**src/rtl/tap_upload_if.sv**
```systemverilog
// -----------------------------------------------------------------------------
// tap_upload_if -- HPS ioctl upload port and memory read port for tap_upload
// Revision 1.0
// -----------------------------------------------------------------------------
`default_nettype none

interface tap_upload_if;
  logic        ioctl_upload;
  logic        ioctl_rd;
  logic [24:0] ioctl_addr;
  logic [7:0]  ioctl_din;
  logic        ioctl_wait;
  logic [15:0] start_addr;
  logic [15:0] end_addr;
  logic [15:0] mem_addr;
  logic        mem_rd;
  logic [7:0]  mem_data;
  logic        mem_ack;
  logic [24:0] file_size;
  logic        busy;
  logic        err;

  modport slave (
    input  ioctl_upload, ioctl_rd, ioctl_addr, start_addr, end_addr,
           mem_data, mem_ack,
    output ioctl_din, ioctl_wait, mem_addr, mem_rd, file_size, busy, err
  );

  modport master (
    output ioctl_upload, ioctl_rd, ioctl_addr, start_addr, end_addr,
           mem_data, mem_ack,
    input  ioctl_din, ioctl_wait, mem_addr, mem_rd, file_size, busy, err
  );
endinterface

`default_nettype wire

```
**src/rtl/tap_upload.sv**
```systemverilog
// -----------------------------------------------------------------------------
// tap_upload -- streams a memory range to the HPS as a KC TAP file
// Revision 1.0
// -----------------------------------------------------------------------------
`default_nettype none

module tap_upload (
  input  wire logic   clk,
  input  wire logic   reset_n,
  tap_upload_if.slave bus
);

  localparam logic [2:0] S_IDLE   = 3'd0;
  localparam logic [2:0] S_HDR    = 3'd1;
  localparam logic [2:0] S_BLKNUM = 3'd2;
  localparam logic [2:0] S_DATA   = 3'd3;
  localparam logic [2:0] S_FETCH  = 3'd4;
  localparam logic [2:0] S_DONE   = 3'd5;

  logic [2:0]  state_q, state_d;
  logic        upload_q, upload_d;
  logic [15:0] last_q, last_d;
  logic [9:0]  nblk_q, nblk_d;
  logic [9:0]  blk_q, blk_d;
  logic [6:0]  r_q, r_d;
  logic [16:0] cur_q, cur_d;
  logic [24:0] pos_q, pos_d;
  logic [24:0] fsize_q, fsize_d;
  logic [7:0]  din_q, din_d;
  logic [15:0] maddr_q, maddr_d;
  logic        mrd_q, mrd_d;
  logic        err_q, err_d;

  logic        start_evt, rd_ok, rd_bad, last_blk, in_range, blk_end;
  logic [16:0] span_len;
  logic [9:0]  nblk_new;
  logic [24:0] fsize_new;

  function automatic logic [7:0] hdr_byte(input logic [3:0] idx);
    case (idx)
      4'd0:    hdr_byte = 8'hC3;
      4'd1:    hdr_byte = 8'h4B;
      4'd2:    hdr_byte = 8'h43;
      4'd3:    hdr_byte = 8'h2D;
      4'd4:    hdr_byte = 8'h54;
      4'd5:    hdr_byte = 8'h41;
      4'd6:    hdr_byte = 8'h50;
      4'd7:    hdr_byte = 8'h45;
      4'd9:    hdr_byte = 8'h62;
      4'd10:   hdr_byte = 8'h79;
      4'd12:   hdr_byte = 8'h41;
      4'd13:   hdr_byte = 8'h46;
      4'd14:   hdr_byte = 8'h2E;
      default: hdr_byte = 8'h20;
    endcase
  endfunction

  always_comb begin
    start_evt = bus.ioctl_upload & ~upload_q;
    rd_ok     = bus.ioctl_rd & (bus.ioctl_addr == pos_q);
    rd_bad    = bus.ioctl_rd & (bus.ioctl_addr != pos_q);
    last_blk  = (blk_q == nblk_q - 10'd1);
    in_range  = (cur_q <= {1'b0, last_q});
    blk_end   = (r_q == 7'd127);
    span_len  = (bus.end_addr >= bus.start_addr)
              ? ({1'b0, bus.end_addr} - {1'b0, bus.start_addr} + 17'd1) : 17'd0;
    // ceil(len/128) without an adder carry out of 17 bits
    nblk_new  = span_len[16:7] + {9'd0, |span_len[6:0]};
    fsize_new = 25'd16 + {8'd0, nblk_new, 7'd0} + {15'd0, nblk_new};
  end

  // Reset leaves upload_q high so an upload held across reset is not a new edge.
  always_ff @(posedge clk) begin
    if (!reset_n) begin
      state_q  <= S_IDLE;
      upload_q <= 1'b1;
      last_q   <= 16'd0;
      nblk_q   <= 10'd0;
      blk_q    <= 10'd0;
      r_q      <= 7'd0;
      cur_q    <= 17'd0;
      pos_q    <= 25'd0;
      fsize_q  <= 25'd0;
      din_q    <= 8'd0;
      maddr_q  <= 16'd0;
      mrd_q    <= 1'b0;
      err_q    <= 1'b0;
    end else begin
      state_q  <= state_d;
      upload_q <= upload_d;
      last_q   <= last_d;
      nblk_q   <= nblk_d;
      blk_q    <= blk_d;
      r_q      <= r_d;
      cur_q    <= cur_d;
      pos_q    <= pos_d;
      fsize_q  <= fsize_d;
      din_q    <= din_d;
      maddr_q  <= maddr_d;
      mrd_q    <= mrd_d;
      err_q    <= err_d;
    end
  end

  always_comb begin
    state_d = state_q;
    if (!bus.ioctl_upload) begin
      state_d = S_IDLE;
    end else begin
      case (state_q)
        S_IDLE:   if (start_evt) state_d = S_HDR;
        S_HDR:    if (rd_ok && pos_q[3:0] == 4'hF)
                    state_d = (nblk_q == 10'd0) ? S_DONE : S_BLKNUM;
        S_BLKNUM: if (rd_ok) state_d = S_DATA;
        S_DATA:   if (rd_ok) begin
                    if (in_range)    state_d = S_FETCH;
                    else if (blk_end) state_d = last_blk ? S_DONE : S_BLKNUM;
                  end
        S_FETCH:  if (bus.mem_ack) begin
                    if (blk_end) state_d = last_blk ? S_DONE : S_BLKNUM;
                    else         state_d = S_DATA;
                  end
        S_DONE:   state_d = S_DONE;
        default:  state_d = S_IDLE;
      endcase
    end
  end

  always_comb begin
    upload_d = bus.ioctl_upload;
    last_d   = last_q;
    nblk_d   = nblk_q;
    blk_d    = blk_q;
    r_d      = r_q;
    cur_d    = cur_q;
    pos_d    = pos_q;
    fsize_d  = fsize_q;
    din_d    = din_q;
    maddr_d  = maddr_q;
    mrd_d    = 1'b0;
    err_d    = err_q;
    if (bus.ioctl_upload) begin
      case (state_q)
        S_IDLE: begin
          if (start_evt) begin
            last_d  = bus.end_addr;
            nblk_d  = nblk_new;
            fsize_d = fsize_new;
            blk_d   = 10'd0;
            r_d     = 7'd0;
            cur_d   = {1'b0, bus.start_addr};
            pos_d   = 25'd0;
            din_d   = 8'd0;
            err_d   = 1'b0;
          end
        end
        S_HDR, S_BLKNUM, S_DATA, S_DONE: begin
          if (rd_bad) begin
            err_d = 1'b1;
            din_d = 8'd0;
          end else if (rd_ok) begin
            pos_d = pos_q + 25'd1;
            case (state_q)
              S_HDR:    din_d = hdr_byte(pos_q[3:0]);
              S_BLKNUM: begin
                din_d = last_blk ? 8'hFF : (blk_q[7:0] + 8'd1);
                r_d   = 7'd0;
              end
              S_DATA: begin
                cur_d = cur_q + 17'd1;
                if (in_range) begin
                  maddr_d = cur_q[15:0];
                  mrd_d   = 1'b1;
                end else begin
                  din_d = 8'd0;
                  r_d   = r_q + 7'd1;
                  if (blk_end) blk_d = blk_q + 10'd1;
                end
              end
              default:  din_d = 8'd0;
            endcase
          end
        end
        S_FETCH: begin
          if (bus.mem_ack) begin
            din_d = bus.mem_data;
            r_d   = r_q + 7'd1;
            if (blk_end) blk_d = blk_q + 10'd1;
          end
        end
        default: ;
      endcase
    end
  end

  assign bus.ioctl_din  = din_q;
  assign bus.ioctl_wait = bus.ioctl_rd | (state_q == S_FETCH);
  assign bus.mem_addr   = maddr_q;
  assign bus.mem_rd     = mrd_q;
  assign bus.file_size  = fsize_q;
  assign bus.busy       = (state_q != S_IDLE);
  assign bus.err        = err_q;

endmodule

`default_nettype wire

```
**src/flat_wrapper.sv**
```systemverilog
// flat-port wrapper written by rule: the top's interface ports become plain ports
module tap_upload_flat 
  (clk, reset_n, bus_ioctl_upload, bus_ioctl_rd, bus_ioctl_addr, bus_start_addr, bus_end_addr, bus_mem_data, bus_mem_ack, bus_ioctl_din, bus_ioctl_wait, bus_mem_addr, bus_mem_rd, bus_file_size, bus_busy, bus_err);
  tap_upload_if bus_i ();
  input  wire logic clk;
  input  wire logic reset_n;
  input wire logic [$bits(bus_i.ioctl_upload)-1:0] bus_ioctl_upload;
  input wire logic [$bits(bus_i.ioctl_rd)-1:0] bus_ioctl_rd;
  input wire logic [$bits(bus_i.ioctl_addr)-1:0] bus_ioctl_addr;
  input wire logic [$bits(bus_i.start_addr)-1:0] bus_start_addr;
  input wire logic [$bits(bus_i.end_addr)-1:0] bus_end_addr;
  input wire logic [$bits(bus_i.mem_data)-1:0] bus_mem_data;
  input wire logic [$bits(bus_i.mem_ack)-1:0] bus_mem_ack;
  output wire logic [$bits(bus_i.ioctl_din)-1:0] bus_ioctl_din;
  output wire logic [$bits(bus_i.ioctl_wait)-1:0] bus_ioctl_wait;
  output wire logic [$bits(bus_i.mem_addr)-1:0] bus_mem_addr;
  output wire logic [$bits(bus_i.mem_rd)-1:0] bus_mem_rd;
  output wire logic [$bits(bus_i.file_size)-1:0] bus_file_size;
  output wire logic [$bits(bus_i.busy)-1:0] bus_busy;
  output wire logic [$bits(bus_i.err)-1:0] bus_err;
  assign bus_i.ioctl_upload = bus_ioctl_upload;
  assign bus_i.ioctl_rd = bus_ioctl_rd;
  assign bus_i.ioctl_addr = bus_ioctl_addr;
  assign bus_i.start_addr = bus_start_addr;
  assign bus_i.end_addr = bus_end_addr;
  assign bus_i.mem_data = bus_mem_data;
  assign bus_i.mem_ack = bus_mem_ack;
  assign bus_ioctl_din = bus_i.ioctl_din;
  assign bus_ioctl_wait = bus_i.ioctl_wait;
  assign bus_mem_addr = bus_i.mem_addr;
  assign bus_mem_rd = bus_i.mem_rd;
  assign bus_file_size = bus_i.file_size;
  assign bus_busy = bus_i.busy;
  assign bus_err = bus_i.err;
  tap_upload u_core (.clk(clk), .reset_n(reset_n), .bus(bus_i));
endmodule
```
**config.mk**
```make
export PLATFORM = sky130hd
export DESIGN_NAME = tap_upload_flat
export DESIGN_NICKNAME = d
export VERILOG_FILES = /design/src/rtl/tap_upload_if.sv /design/src/rtl/tap_upload.sv /design/src/flat_wrapper.sv
export SDC_FILE = /design/constraint.sdc
export NUM_CORES = 1
export LEC_CHECK = 0
export ABC_CLOCK_PERIOD_IN_PS = 7700
export BUFFER_PORTS_ARGS = -buffer_cell sky130_fd_sc_hd__buf_2
export CORE_MARGIN = 5
export CORE_UTILIZATION = 35
export DETAILED_ROUTE_END_ITERATION = 8
export PLACE_DENSITY = 0.65
export SYNTH_ARGS = -nofsm -noshare
export SYNTH_HDL_FRONTEND = slang
export SYNTH_SLANG_ARGS = --single-unit
export TNS_END_PERCENT = 10
```
**constraint.sdc**
```tcl
create_clock -name clk -period 7.7 [get_ports clk]
set_clock_uncertainty 0.15 [all_clocks]
set_input_delay 0.77 -clock clk [delete_from_list [all_inputs] [get_ports clk]]
set_output_delay 0.77 -clock clk [all_outputs]
set_load 0.005 [all_outputs]
```
======== Word level (Yosys, flattened, before mapping) ========
Memories as Yosys holds them, arrays and structs flattened. A register that Yosys moved wholly into a read port is not among the register bits.
Cells that the tools add are included.
word-level totals
  register bits ........................... 140
  bits in read-only memories .............. 128
  input bits .............................. 70
  output and inout bits ................... 53
  logic and storage cells ................. 132
  memories kept ........................... 1
cells by class
  add/subtract/negate cells ............... 11
  magnitude comparators ................... 2
  equality and inequality tests ........... 25
  multiplexer cells ....................... 50
  bitwise operators ....................... 11
  reduce and logical (&&, ||, !) cells .... 19
memory list
  memory           depth  bits a word  rd ports  clocked after memory_dff  write ports  line              source
  (no name shown)  16     8            1         1                         0            tap_upload.sv:40  case (idx)
operators by type and width
  cell                                                              count
  17-bit two-way mux                                                5
  25-bit two-way mux                                                3
  10-bit two-way mux                                                7
  25-bit one-hot mux with 2 select lines                            1
  8-bit two-way mux                                                 6
  8-bit one-hot mux with 3 select lines                             2
  7-bit two-way mux                                                 5
  17-bit by 1-bit adder with 17-bit output (second input constant)  2
  17-bit one-hot mux with 2 select lines                            1
  3-bit two-way mux                                                 10
  10-bit one-hot mux with 3 select lines                            1
  25-bit by 1-bit adder with 25-bit output (second input constant)  1
  25-bit by 10-bit adder with 25-bit output                         1
  25-bit == test                                                    1
  25-bit != test                                                    1
  6-bit AND reduction                                               4
  7-bit one-hot mux with 3 select lines                             1
  5-bit by 17-bit adder with 18-bit output (first input constant)   1
  3-bit one-hot mux with 6 select lines                             1
  17-bit by 16-bit less-or-equal comparator with 1-bit output       1
  16-bit by 16-bit subtractor with 17-bit output                    1
  16-bit >= comparator                                              1
  8-bit AND reduction                                               2
  2-bit by 1-bit != test with 1-bit output (second input constant)  7
  other kinds (34)                                                  52

======== Depth between registers and ports, before layout ========
Gate-level depths: netlist of run 1.
  word-level depth ........................ 7
  gate-level depth with buffers ........... 27
  mapped depth without buffers ............ 27

======== Worst setup path after synthesis of run 1 ========
Ideal clock, no wire load.
  path kind ............................... input port to flip-flop
  start ................................... input port bus_start_addr[2]
  end ..................................... register u_core.fsize_q[15], in the netlist u_core.bus.file_size[15]
  library setup time ...................... 0.086 ns
  data arrival time ....................... 5.425 ns
  setup slack ............................. 2.040 ns
  cell stages on the path ................. 25
  path through ............................ inv_1 ha_1 fa_1 nand3_1 nand3_1 and2_1 or2_2 a22oi_1 a21oi_1 a41oi_1 ha_1 nand3b_1 nor3_1 nand2_1 nor4_1 a211oi_1 o21a_1 ha_1 and3_1 nor4b_2 a41oi_1 a21boi_2 and4_1 nor3_1 a211oi_1
on the way
  elaborated cells between the ends (all ways) .. 8
  classes of those cells .................. add/sub: 5; order compare: 1; mux: 1; reduce/logical: 1
RTL lines
  item                                            line                source
  from (decl)                                     flat_wrapper.sv:10  input wire logic [$bits(bus_i.start_addr)-1:0] bus_start_addr;
  16-bit by 16-bit subtractor with 17-bit output  tap_upload.sv:66    ? ({1'b0, bus.end_addr} - {1'b0, bus.start_addr} + 17'd1) : 17'd0;
  17-bit by 1-bit adder with 17-bit output        tap_upload.sv:66
  17-bit two-way mux *                            tap_upload.sv:66
  7-bit OR reduction                              tap_upload.sv:68    nblk_new = span_len[16:7] + {9'd0, |span_len[6:0]};
  10-bit by 1-bit adder with 10-bit output *      tap_upload.sv:68
  via u_core.nblk_new[9]                          tap_upload.sv:36    logic [9:0] nblk_new;
  25-bit by 10-bit adder with 25-bit output *     tap_upload.sv:69    fsize_new = 25'd16 + {8'd0, nblk_new, 7'd0} + {15'd0, nblk_new};
  to (signal assigned)                            tap_upload.sv:97    fsize_q <= fsize_d;
  to (decl)                                       tap_upload.sv:28    logic [24:0] fsize_q, fsize_d;
The timed path passes the listed nets; every way through them passes the cells marked *.
A chain may end at the register's enable or synchronous reset.

======== Final worst setup path of run 1 ========
Ends and elaborated chain as after synthesis.

==> impl_results.md, run 1 <==
* Status: completed
* Die area at between 30000 and 40000 sq um
* Setup Buffers After CTS at 0
* Most common cell in the netlist: dfxtp_1
* Setup_tns at 0 ns
* Critical path's top delay family: simple AND/OR/NAND/NOR gates
* Yosys top cell area share at 29.06%
* Total track usage at 16.73%
* Worst Path Max Fanout at 6
* Routed len/inst at 15.90 microns
* Grt met2 use at 27.39%
* Syn Area/Cell at 7.892 sq um
* CP Launch Type: input port
* I/O pin total at 123
* Clk sinks at 137
* Peak supply drop at between 0.1 and 0.15 mV
* CTS clock-pin slew for the worst setup and hold paths at 0.06 ns
* RSZ-0062 raised after global routing: false
* Chip Width at 174.2 microns
* CP required at 7.88 ns
* GR Layer Usage met1 at 21.98%
* Total core area at ~27000 sq um
* Period utilization at 80.05%
* CP arrival at 6.35 ns
* Critical path origin: bus_start_addr[2]
* Vias in the first global route at 8473
* N_diodes at 0
* Post-synth ARST share at 0%
* Top cells by count, synth: dfxtp_1 (137), nand2_1 (124), nor2_1 (119), a21oi_1 (106), inv_1 (67)
* Max-cap violations at 0
* Initial antenna violation count at 2
* Die Y at ~170 microns
* Num rows at 60
* Post-synth EDFFs at 0
* CTS hold repair buffers at 0
* Root Buffer: clkbuf_16
* Critical Path Max Stage Delay at 0.51 ns
* Worst hold start: u_core.bus.file_size[10]
* Post-synthesis sequential area ratio at 29.06%
* Global route hottest layer: met2
* Pin count of the biggest net entering global routing at 72
* DR pass1 iterations at 5
* Total number of vias at 8905
* Post-Syn Area at 9439 sq um
* Crit Path Class: input port to register
* Layout Nets at 1424
* Synth area leader: dfxtp_1
* Yosys warns at 0
* DR vias/cell at 5.443
* TritonCTS clock tree: yes
* Detail Route Antenna Nets at 0
* WP buf/inv at 2
* Hold Crit Class: register to register
* Max Fclk at 162.2 MHz
* Met3 usage at 3.349%
* Port Buffers at 115
* Layout area overhead at 14.77%
* Worst-Skew Late Latency at between 0.4 and 0.5 ns
* Post-Synthesis Cells at 1196
* Crit. End Element: register
* Most used cell along the critical path: ha_1
* First-pass GRT wire length at 42.29 mm
* Routability cong. at about 0.9
* Routed wire length at 26.01 mm
* Critical path's slowest cell: fa_1
* Resized Gates After CTS at 0
* Main flop type after synthesis: dfxtp_1
* TritonCTS buffer count at 17
* Final Hold Fails at 0
* Leak at between 4 and 5 nW
* Starting Density at around a third
* # H-tree levels at 4
* Pwr/cell area at 193.2 nW/um^2
* Final Total Pwr at about 2.1 mW
* Drc violations at 0
* Worst slew pin tran at 1.189 ns
* Final Setup Violations at 0
* Share of layout cells above drive strength 1 at between 10% and 20%
* Synth Register Bits at 137
* DP Wirelength at 19.92 mm
* Worst r2r src: u_core.state_q[1]
* Grt ovf at 0
* Max-slew violations at 0
* Number of DRC markers in iteration 0 at 555
* Ranking of synthesized cells by area: dfxtp_1 (29%), ha_1 (8.5%), a21oi_1 (5.6%)
* Slew headroom at 20.37%
* Yosys cell types at 87
* Tmin final at slightly above 6 ns
* Clock Tree Buf Depth at 2
[cell families after synthesis]
| kind of cell | after synthesis | synth area share (%) |
|---|---|---|
| adder cells (fa/ha/maj) | 72 | 10.18 |
| other | 1 | 0.03973 |
| multiplexers | 25 | 2.704 |
| AO/OA/AOI/OAI | 303 | 21.47 |
| flip-flops | 137 | 29.06 |
| buffers and inverters | 130 | 5.766 |
| XOR/XNOR | 87 | 8.073 |
| AND/OR/NAND/NOR | 441 | 22.71 |
[worst register-to-register path, cell delays in order, from the launching register on]
cell     delay, ns
dfxtp_1       0.70
nor3_1        0.18
inv_2         0.15
or2_2         0.67
nand2_1       0.82
a21oi_1       1.04
mux2_2        0.42
a22oi_1       0.13
[layer usage]
metal | vias to the layer above | part of all wire, %
met1 | 4156 | 45
met5 | - | 0.13
li1 | 4452 | -
met2 | 242 | 47
met3 | 51 | 5.3
met4 | 4 | 2.5
[through the flow]
stage	cells	instance area (sq um)	hold slack (ns)	setup WS, ns	util [%]
floorplan	1202	9462	0.2863	2.040	-
finish	1636	10830	0.3003	1.536	40.53
global route	1636	10830	0.3256	1.058	40.53
detailed placement	1604	10240	0.2945	1.183	38.32
CTS	1636	10830	0.3033	1.589	40.53
global placement	1604	10240	0.2883	1.396	38.32
[cell type report]
type                       count  area, sq um
multi-input combinational    935         6190
tap                          341        426.7
inverter                      70        262.8
timing repair buffer         121        620.6
clock inverter                14        151.4
clock buffer                  18        439.2
fill                        2767        15890
sequential                   137         2743
[path summary, 6_finish.rpt]
path / end / slack (ns) / depth (start not counted)
setup / recovery: u_core.bus.file_size[15] / 1.54 / 26
hold / removal: u_core.bus.file_size[10] / 0.30 / 2
setup reg to reg: register / 3.35 / 7
hold reg to reg: u_core.bus.file_size[10] / 0.30 / 2
[cells in the final DEF (no fill, tap or decap), types with 5 or more instances in the layout]
cell type / instances
ha_1: 64
nand2_1: 124
nor3b_1: 6
fa_1: 8
inv_6: 5
xnor2_1: 55
a211oi_1: 24
a31oi_1: 10
a2111oi_0: 7
and3_1: 19
nand3_1: 48
and4_1: 5
clkbuf_16: 17
nand2b_1: 12
inv_1: 67
or3_1: 11
o21ai_1: 5
and2_1: 9
nor4_1: 12
nor3_1: 19
nor2_1: 118
a21oi_1: 104
conb_1: 7
or2_2: 5
o21ai_0: 44
a31o_2: 8
mux2i_1: 23
buf_4: 6
dfxtp_1: 137
nand4_1: 27
o21a_1: 13
a22oi_1: 5
buf_2: 115
o22ai_1: 8
o211ai_1: 6
a21o_1: 13
xor2_1: 32
[state kept, by name, indices dropped and copies added (netlist names), named ones only]
register / count
u_core.nblk_q: 10
u_core.bus.err: 1
u_core.bus.ioctl_din: 8
u_core.pos_q: 25
u_core.bus.file_size: 14
u_core.bus.mem_addr: 16
u_core.blk_q: 10
u_core.bus.mem_rd: 1
u_core.upload_q: 1
u_core.cur_q: 17
u_core.r_q: 7
u_core.state_q: 3
u_core.last_q: 16
[power breakdown]
| part | switching, mW | internal (mW) | total [mW] |
|---|---|---|---|
| clock | 0.354 | 0.468 | 0.822 |
| combinational | 0.311 | 0.202 | 0.513 |
| sequential | 0.0260 | 0.732 | 0.758 |
Power figures use the tool's default switching activity.
==> inputs of run 2 (changes only) <==
Settings changed: ABC_AREA from default to 1, ABC_CLOCK_PERIOD_IN_PS 7700 to 5900.
Clock period 7.7 ns to 5.9 ns, I/O delays scaled along.
==> impl_results.md, run 2 <==
* Status: completed
* TritonCTS clock tree: yes
* Most common cell in the netlist: nand2_1
* PnR worst setup slack at 1.415 ns (-0.1206 ns)
* Main flop type after synthesis: dfxtp_1
* Root Buffer: clkbuf_16
* Peak supply drop at 0.1868 mV (+34%)
* Setup Buffers After CTS at 0 (unchanged)
* CP arrival at 4.71 ns (-1.64 ns)
* Total core area at 27630 sq um (+3.4%)
* # fillers at 2982 (+7.8%)
* Post-Synthesis Cells at 1458 (+22%)
* Max Fclk at 223.0 MHz
* Hold WS at 0.2479 ns (-0.05243 ns)
* Period utilization at 76.01%
* Resized Gates After CTS at 0 (unchanged)
* First-pass GRT wire length at 43.88 mm (+3.8%)
* Worst Path Max Fanout at 5 (-1)
* Drc violations at 0 (unchanged)
* Crit. End Element: register
* CP required at 6.12 ns (-1.76 ns)
* Hold Crit Class: input port to register
* Leak at 5.337 nW (+24%)
* Die area at 31300 sq um (+3.1%)
* Initial antenna violation count at 2 (unchanged)
* Most common cell after layout, fill and taps aside: nand2_1
* Routed wire length at 26.48 mm (+1.8%)
* Ranking of synthesized cells by area: dfxtp_1 (28%), nand2_1 (13%), ha_1 (8.2%)
* Most used cell along the critical path: inv_1
* Syn Area/Cell at 6.689 sq um (-15%)
* # H-tree levels at 4 (unchanged)
* Pin count of the biggest net entering global routing at 46 (-36%)
* GR Layer Usage met1 at 24.04% (+2.1 points)
* Routed len/inst at 13.58 microns (-15%)
* Tmin final at 4.485 ns
* Critical path's slowest cell: fa_1
* Largest registers in the final layout: u_core.pos_q: 25 flops, u_core.cur_q: 17 flops
* Final std cells w/o fill at 1950 (+19%)
* Die Y at 176.9 microns (+1.5%)
* Vias in the first global route at 8891 (+4.9%)
* Pwr/cell area at 270.3 nW/um^2 (+40%)
* Logic pwr share at 30.3% (+5.8 points)
* Worst-Skew Late Latency at 0.42 ns (about the same)
* Global route hottest layer: met2
* Max-cap violations at 0 (unchanged)
* Slew headroom at 41.16% (+21 points)
* Total number of vias at 9451 (+6.1%)
* TritonCTS buffer count at 17 (unchanged)
* Max-slew violations at 0 (unchanged)
* Reg with most FFs: u_core.pos_q
* Crit Path Class: input port to register
* Post-synth ARST share at 0% (unchanged)
* Post-synthesis sequential area ratio at 28.12% (-0.93 points)
* Max reg flops at 25 (unchanged)
* Reg power frac at 34.7% (-1.5 points)
* DP Wirelength at 21.05 mm (+5.7%)
* Detail Route Antenna Nets at 0 (unchanged)
* Yosys warns at 0 (unchanged)
* Routability cong. at 0.9218 (+3.2%)
* Total track usage at 17.07% (+0.34 points)
* CTS hold repair buffers at 0 (unchanged)
* Port Buffers at 115 (unchanged)
* Final Hold Fails at 0 (unchanged)
* Grt met2 use at 26.62% (-0.77 points)
* CP Launch Type: input port
* DR pass1 iterations at 5 (unchanged)
* Number of DRC markers in iteration 0 at 535 (-3.6%)
* Starting Density at 35.30% (about the same)
* Internal power at 1.942 mW (+39%)
* Worst slew pin tran at 0.8794 ns (-0.3098 ns)
* RSZ-0062 raised after global routing: false
* Most frequent cells in the layout: nand2_1 (325), inv_1 (192), nor2_1 (166), dfxtp_1 (137), buf_2 (115)
* Synth Register Bits at 137 (unchanged)
* Met3 usage at 2.393% (-0.96 points)
* Post-Syn Area at 9752 sq um (+3.3%)
* Switching share of power at 36.04% (+3.0 points)
* Final Total Pwr at 3.037 mW (+45%)
* Clock power share at 35.0% (-4.3 points)
* CTS clock-pin slew for the worst setup and hold paths at 0.06 ns (about the same)
* Yosys cell types at 56 (-36%)
* Yosys top cell area share at 28.12% (-0.93 points)
* Share of layout cells above drive strength 1 at 13.50% (-1.1 points)
* Chip Width at 176.9 microns (+1.5%)
* Critical Path Max Stage Delay at 0.40 ns (-0.11 ns)
* Layout Nets at 1699 (+19%)
* Setup_tns at 0 ns (unchanged)
* NetSw at 1.094 mW (+58%)
* Clock Tree Buf Depth at 2 (unchanged)
* Top cells by count, synth: nand2_1 (325), inv_1 (192), nor2_1 (168), dfxtp_1 (137), nand3_1 (91)
* Post-synth EDFFs at 0 (unchanged)
* Synth area leader: dfxtp_1
* Dpl ws at 0.9841 ns (-0.1992 ns)
* Num rows at 61 (+1.7%)
* Clk sinks at 137 (unchanged)
* Final Setup Violations at 0 (unchanged)
* Grt ovf at 0 (unchanged)
* Layout area overhead at 15.23%
* Placed Cells at 1916 (+19%)
* I/O pin total at 123 (unchanged)
* DR vias/cell at 4.847 (-11%)
## run 2: stage by stage
| step | area, sq um | util, % |
|---|---|---|
| floorplan | 9774 | - |
| global placement | 10650 | 38.53 |
| detailed placement | 10650 | 38.53 |
| CTS | 11230 | 40.65 |
| global route | 11240 | 40.67 |
| finish | 11240 | 40.67 |
## run 2: cells by family (layout without fill, tap and decap cells)
kind of cell	Yosys count	in the layout	share of synthesized area (%)
other	1	9	0.03845
AND/OR/NAND/NOR	709	709	32.54
flip-flops	137	137	28.12
AO/OA/AOI/OAI	212	212	12.23
buffers and inverters	256	362	10.51
adder cells (fa/ha/maj)	72	72	9.854
XOR/XNOR	71	71	6.710
## run 2: worst max-delay path, delay by kind of cell
family | cells | cell delay, ns
adder cells (fa/ha/maj) | 6 | 1.61
buffers and inverters | 9 | 0.66
AO/OA/AOI/OAI | 3 | 0.49
AND/OR/NAND/NOR | 15 | 1.35
## run 2: path summary, 6_finish.rpt
check	cells past startpoint	startpoint	end	slack, ns
max	33	bus_end_addr[1]	u_core.bus.file_size[15]	1.42
max reg2reg	17	u_core.pos_q[17]	register	2.32
min	3	bus_end_addr[12]	u_core.last_q[12]	0.25
min reg2reg	2	u_core.bus.file_size[11]	u_core.bus.file_size[11]	0.31
## run 2: layout make-up
class,instances,area [sq um],share of cell area (%)
clock buffers,19,442.9,3.942
inverters,208,782.0,6.959
multi-input cells,1071,6021,53.58
well taps,378,473.0,4.209
diodes,2,5.005,0.04454
flip-flops and latches,137,2743,24.41
clock inverters,13,142.6,1.269
repair buffers,122,628.1,5.590
## run 2: per-layer routing
layer  vias to the layer above  part of all wire, %
met4                         0                  1.8
met2                       211                   44
met3                        29                  4.4
li1                       4917                    -
met1                      4294                   49
met5                         -                    0
## run 2: power groups by stage
stage / Combinational (mW) / Clock [mW] / Sequential [mW]
6_report: 0.921 / 1.06 / 1.05
5_1_grt: 1.06 / 1.13 / 1.06
3_3_place_gp: 0.903 / 0 / 1.07
3_5_place_dp: 0.915 / 0 / 1.07
4_1_cts: 0.920 / 1.08 / 1.05
2_1_floorplan: 0.682 / 0 / 1.06
==> inputs of run 3 (changes only) <==
Settings changed: ABC_AREA 1 to 0, ABC_CLOCK_PERIOD_IN_PS 5900 to 4250.
Clock period 5.9 ns to 4.25 ns, I/O delays scaled along.
==> impl_results.md, run 3 (synthesis results as in run 1) <==
* Share of layout cells above drive strength 1 at 26.53% (+13 points)
* CP required at 4.37 ns (-1.75 ns)
* Drc violations at 0 (unchanged)
* CP arrival at 4.97 ns (+0.26 ns)
* Die area at 30350 sq um (-3.0%)
* Routed wire length at 27.82 mm (+5.1%)
* Failing checks: negative setup slack
* Tmin final at between 4 and 5 ns
* Worst slew pin tran at 1.085 ns (+0.2060 ns)
* Crit Path Class: input port to register
* R2R depth at 11 (-6)
* DR pass1 iterations at 5 (unchanged)
* CP Launch Type: input port
* Critical path origin: bus_start_addr[2]
* First-pass GRT wire length at 45.91 mm (+4.6%)
* # fillers at 2611 (-12%)
* Multi-input gate area in the final layout at 6416 sq um (+6.6%)
* Detail Route Antenna Nets at 0 (unchanged)
* TritonCTS buffer count at 17 (unchanged)
* CTS clock-pin slew for the worst setup and hold paths at 0.06 ns (about the same)
* Worst-Skew Late Latency at 0.43 ns (about the same)
* Grt ovf at 0 (unchanged)
* Vias in the first global route at 9421 (+6.0%)
* Num rows at 60 (-1.6%)
* Worst r2r src: u_core.pos_q[3]
* Reg with most FFs: u_core.pos_q
* Critical Path Max Stage Delay at 0.57 ns (+0.17 ns)
* Most common cell after layout, fill and taps aside: buf_4
* Number of DRC markers in iteration 0 at 562 (+5.0%)
* Leak at 5.147 nW (-3.6%)
* Pin count of the biggest net entering global routing at 52 (+13%)
* I/O pin total at 123 (unchanged)
* N_diodes at 0 (-2)
* Final Hold Fails at 0 (unchanged)
* Layout area overhead at 30.82%
* Final instance area at 12350 sq um (+9.9%)
* Layout Nets at 1580 (-7.0%)
* Total core area at 26730 sq um (-3.3%)
* # H-tree levels at 4 (unchanged)
* Port Buffers at 115 (unchanged)
* Clk sinks at 137 (unchanged)
* Final core utilization at 46.20% (+5.5 points)
* Chip Width at 174.2 microns (-1.5%)
* Max-cap violations at 0 (unchanged)
* Pwr/cell area at 348.8 nW/um^2 (+29%)
* Slew headroom at 27.32% (-14 points)
* Peak supply drop at 0.1832 mV (-1.9%)
* PnR worst setup slack at -0.6004 ns (-2.016 ns)
* Most frequent cells in the layout: buf_4 (161), dfxtp_1 (137), nand2_1 (120), nor2_1 (116), buf_2 (112)
* Placed cell areas at 11440 sq um (+7.5%)
* Max reg flops at 25 (unchanged)
* DP Wirelength at 21.38 mm (+1.6%)
* DR vias/cell at 5.306 (+9.5%)
* Most used cell along the critical path: nor2_1
* Max Fclk at 206.2 MHz
* Die Y at 174.2 microns (-1.5%)
* Starting Density at 35.32% (about the same)
* Dpl ws at -1.292 ns (-2.277 ns)
* Routed len/inst at 15.53 microns (+14%)
* Clock Tree Buf Depth at 2 (unchanged)
* Routability cong. at 0.9129 (-0.97%)
* Largest registers in the final layout: u_core.pos_q: 25 flops, u_core.cur_q: 17 flops
* Status: finished, violations left
* Sequential cell area at 2743 sq um (unchanged)
* Final Setup Violations at 9 (+9)
* Hold Crit Class: input port to register
* Max-slew violations at 0 (unchanged)
* Period utilization at 114.1%
* Total track usage at 17.99% (+0.92 points)
* Worst hold stages at 3 (unchanged)
* RSZ-0062 raised after global routing: true
* Worst Path Max Fanout at 3 (-2)
* Crit. End Element: register
* TritonCTS clock tree: yes
* Total number of vias at 9508 (+0.60%)
* Final Total Pwr at 4.308 mW (+42%)
* Initial antenna violation count at 1 (-1)
* Root Buffer: clkbuf_16
* Critical path's slowest cell: fa_2
* Worst hold start: bus_end_addr[2]
## run 3: cell types whose count changed in the layout (fill, tap and decap cells not counted), moves of 11 or more
cell,previous run,this run
nor2_1,166,116
nand2_1,325,120
buf_4,7,161
nand3_1,91,46
nand2b_1,0,11
xor2_1,47,32
inv_1,192,62
mux2i_1,0,23
a21oi_1,64,102
and3_1,1,17
or3_1,0,11
o21ai_0,86,43
xnor2_1,22,52
## run 3: worst paths after layout
kind                                    to  slack (ns)
setup / recovery  u_core.bus.file_size[13]       -0.60
hold / removal            u_core.last_q[2]        0.12
setup reg to reg                  register        0.72
hold reg to reg           u_core.last_q[7]        0.31
## run 3: report_power, final
| group | switching (mW) | internal, mW | leakage [nW] | total [mW] |
|---|---|---|---|---|
| sequential | 0.0459 | 1.33 | 1.11 | 1.37 |
| combinational | 0.654 | 0.597 | 3.72 | 1.25 |
| clock | 0.623 | 1.06 | 0.321 | 1.68 |
## run 3: layout make-up
cell class / count / area share (%)
clock buffer: 18 / 3.476
clock inverter: 14 / 1.905
inverter: 70 / 2.229
multi-input combinational: 935 / 51.96
sequential: 137 / 22.21
tap: 341 / 3.455
timing repair buffer: 277 / 14.76
## run 3: critical path: cells and delay by family
kind / cells / cell delay (ns)
AO/OA/AOI/OAI: 6 / 0.80
XOR/XNOR: 2 / 0.40
adder cells (fa/ha/maj): 5 / 1.39
buffers and inverters: 5 / 0.49
AND/OR/NAND/NOR: 12 / 1.45
## run 3: repair_timing
| action | 4_1_cts | 5_1_grt |
|---|---|---|
| hold buffers | 0 | 0 |
| buffers inserted | 10 | 1 |
| setup endpoints to repair | 10 | 11 |
| pin swaps | 31 | 9 |
| gates resized for setup | 27 | 7 |
## run 3: per-stage QoR
step | setup TNS, ns | cells | hold WS (ns)
2_1_floorplan | -6.001 | 1202 | 0.2863
3_3_place_gp | -8.998 | 1749 | 0.2878
3_5_place_dp | -11.16 | 1749 | 0.2958
4_1_cts | -3.649 | 1791 | 0.09937
5_1_grt | -6.323 | 1792 | 0.1186
6_report | -4.295 | 1792 | 0.1190
## run 3: metal layers
layer | up-vias | global-route usage [%] | wire length, microns
met4 | 2 | 4.949 | 466
met1 | 4506 | 22.29 | 12260
met2 | 215 | 32.12 | 14020
met3 | 28 | 3.045 | 1071
met5 | - | 0 | 13
li1 | 4757 | - | -
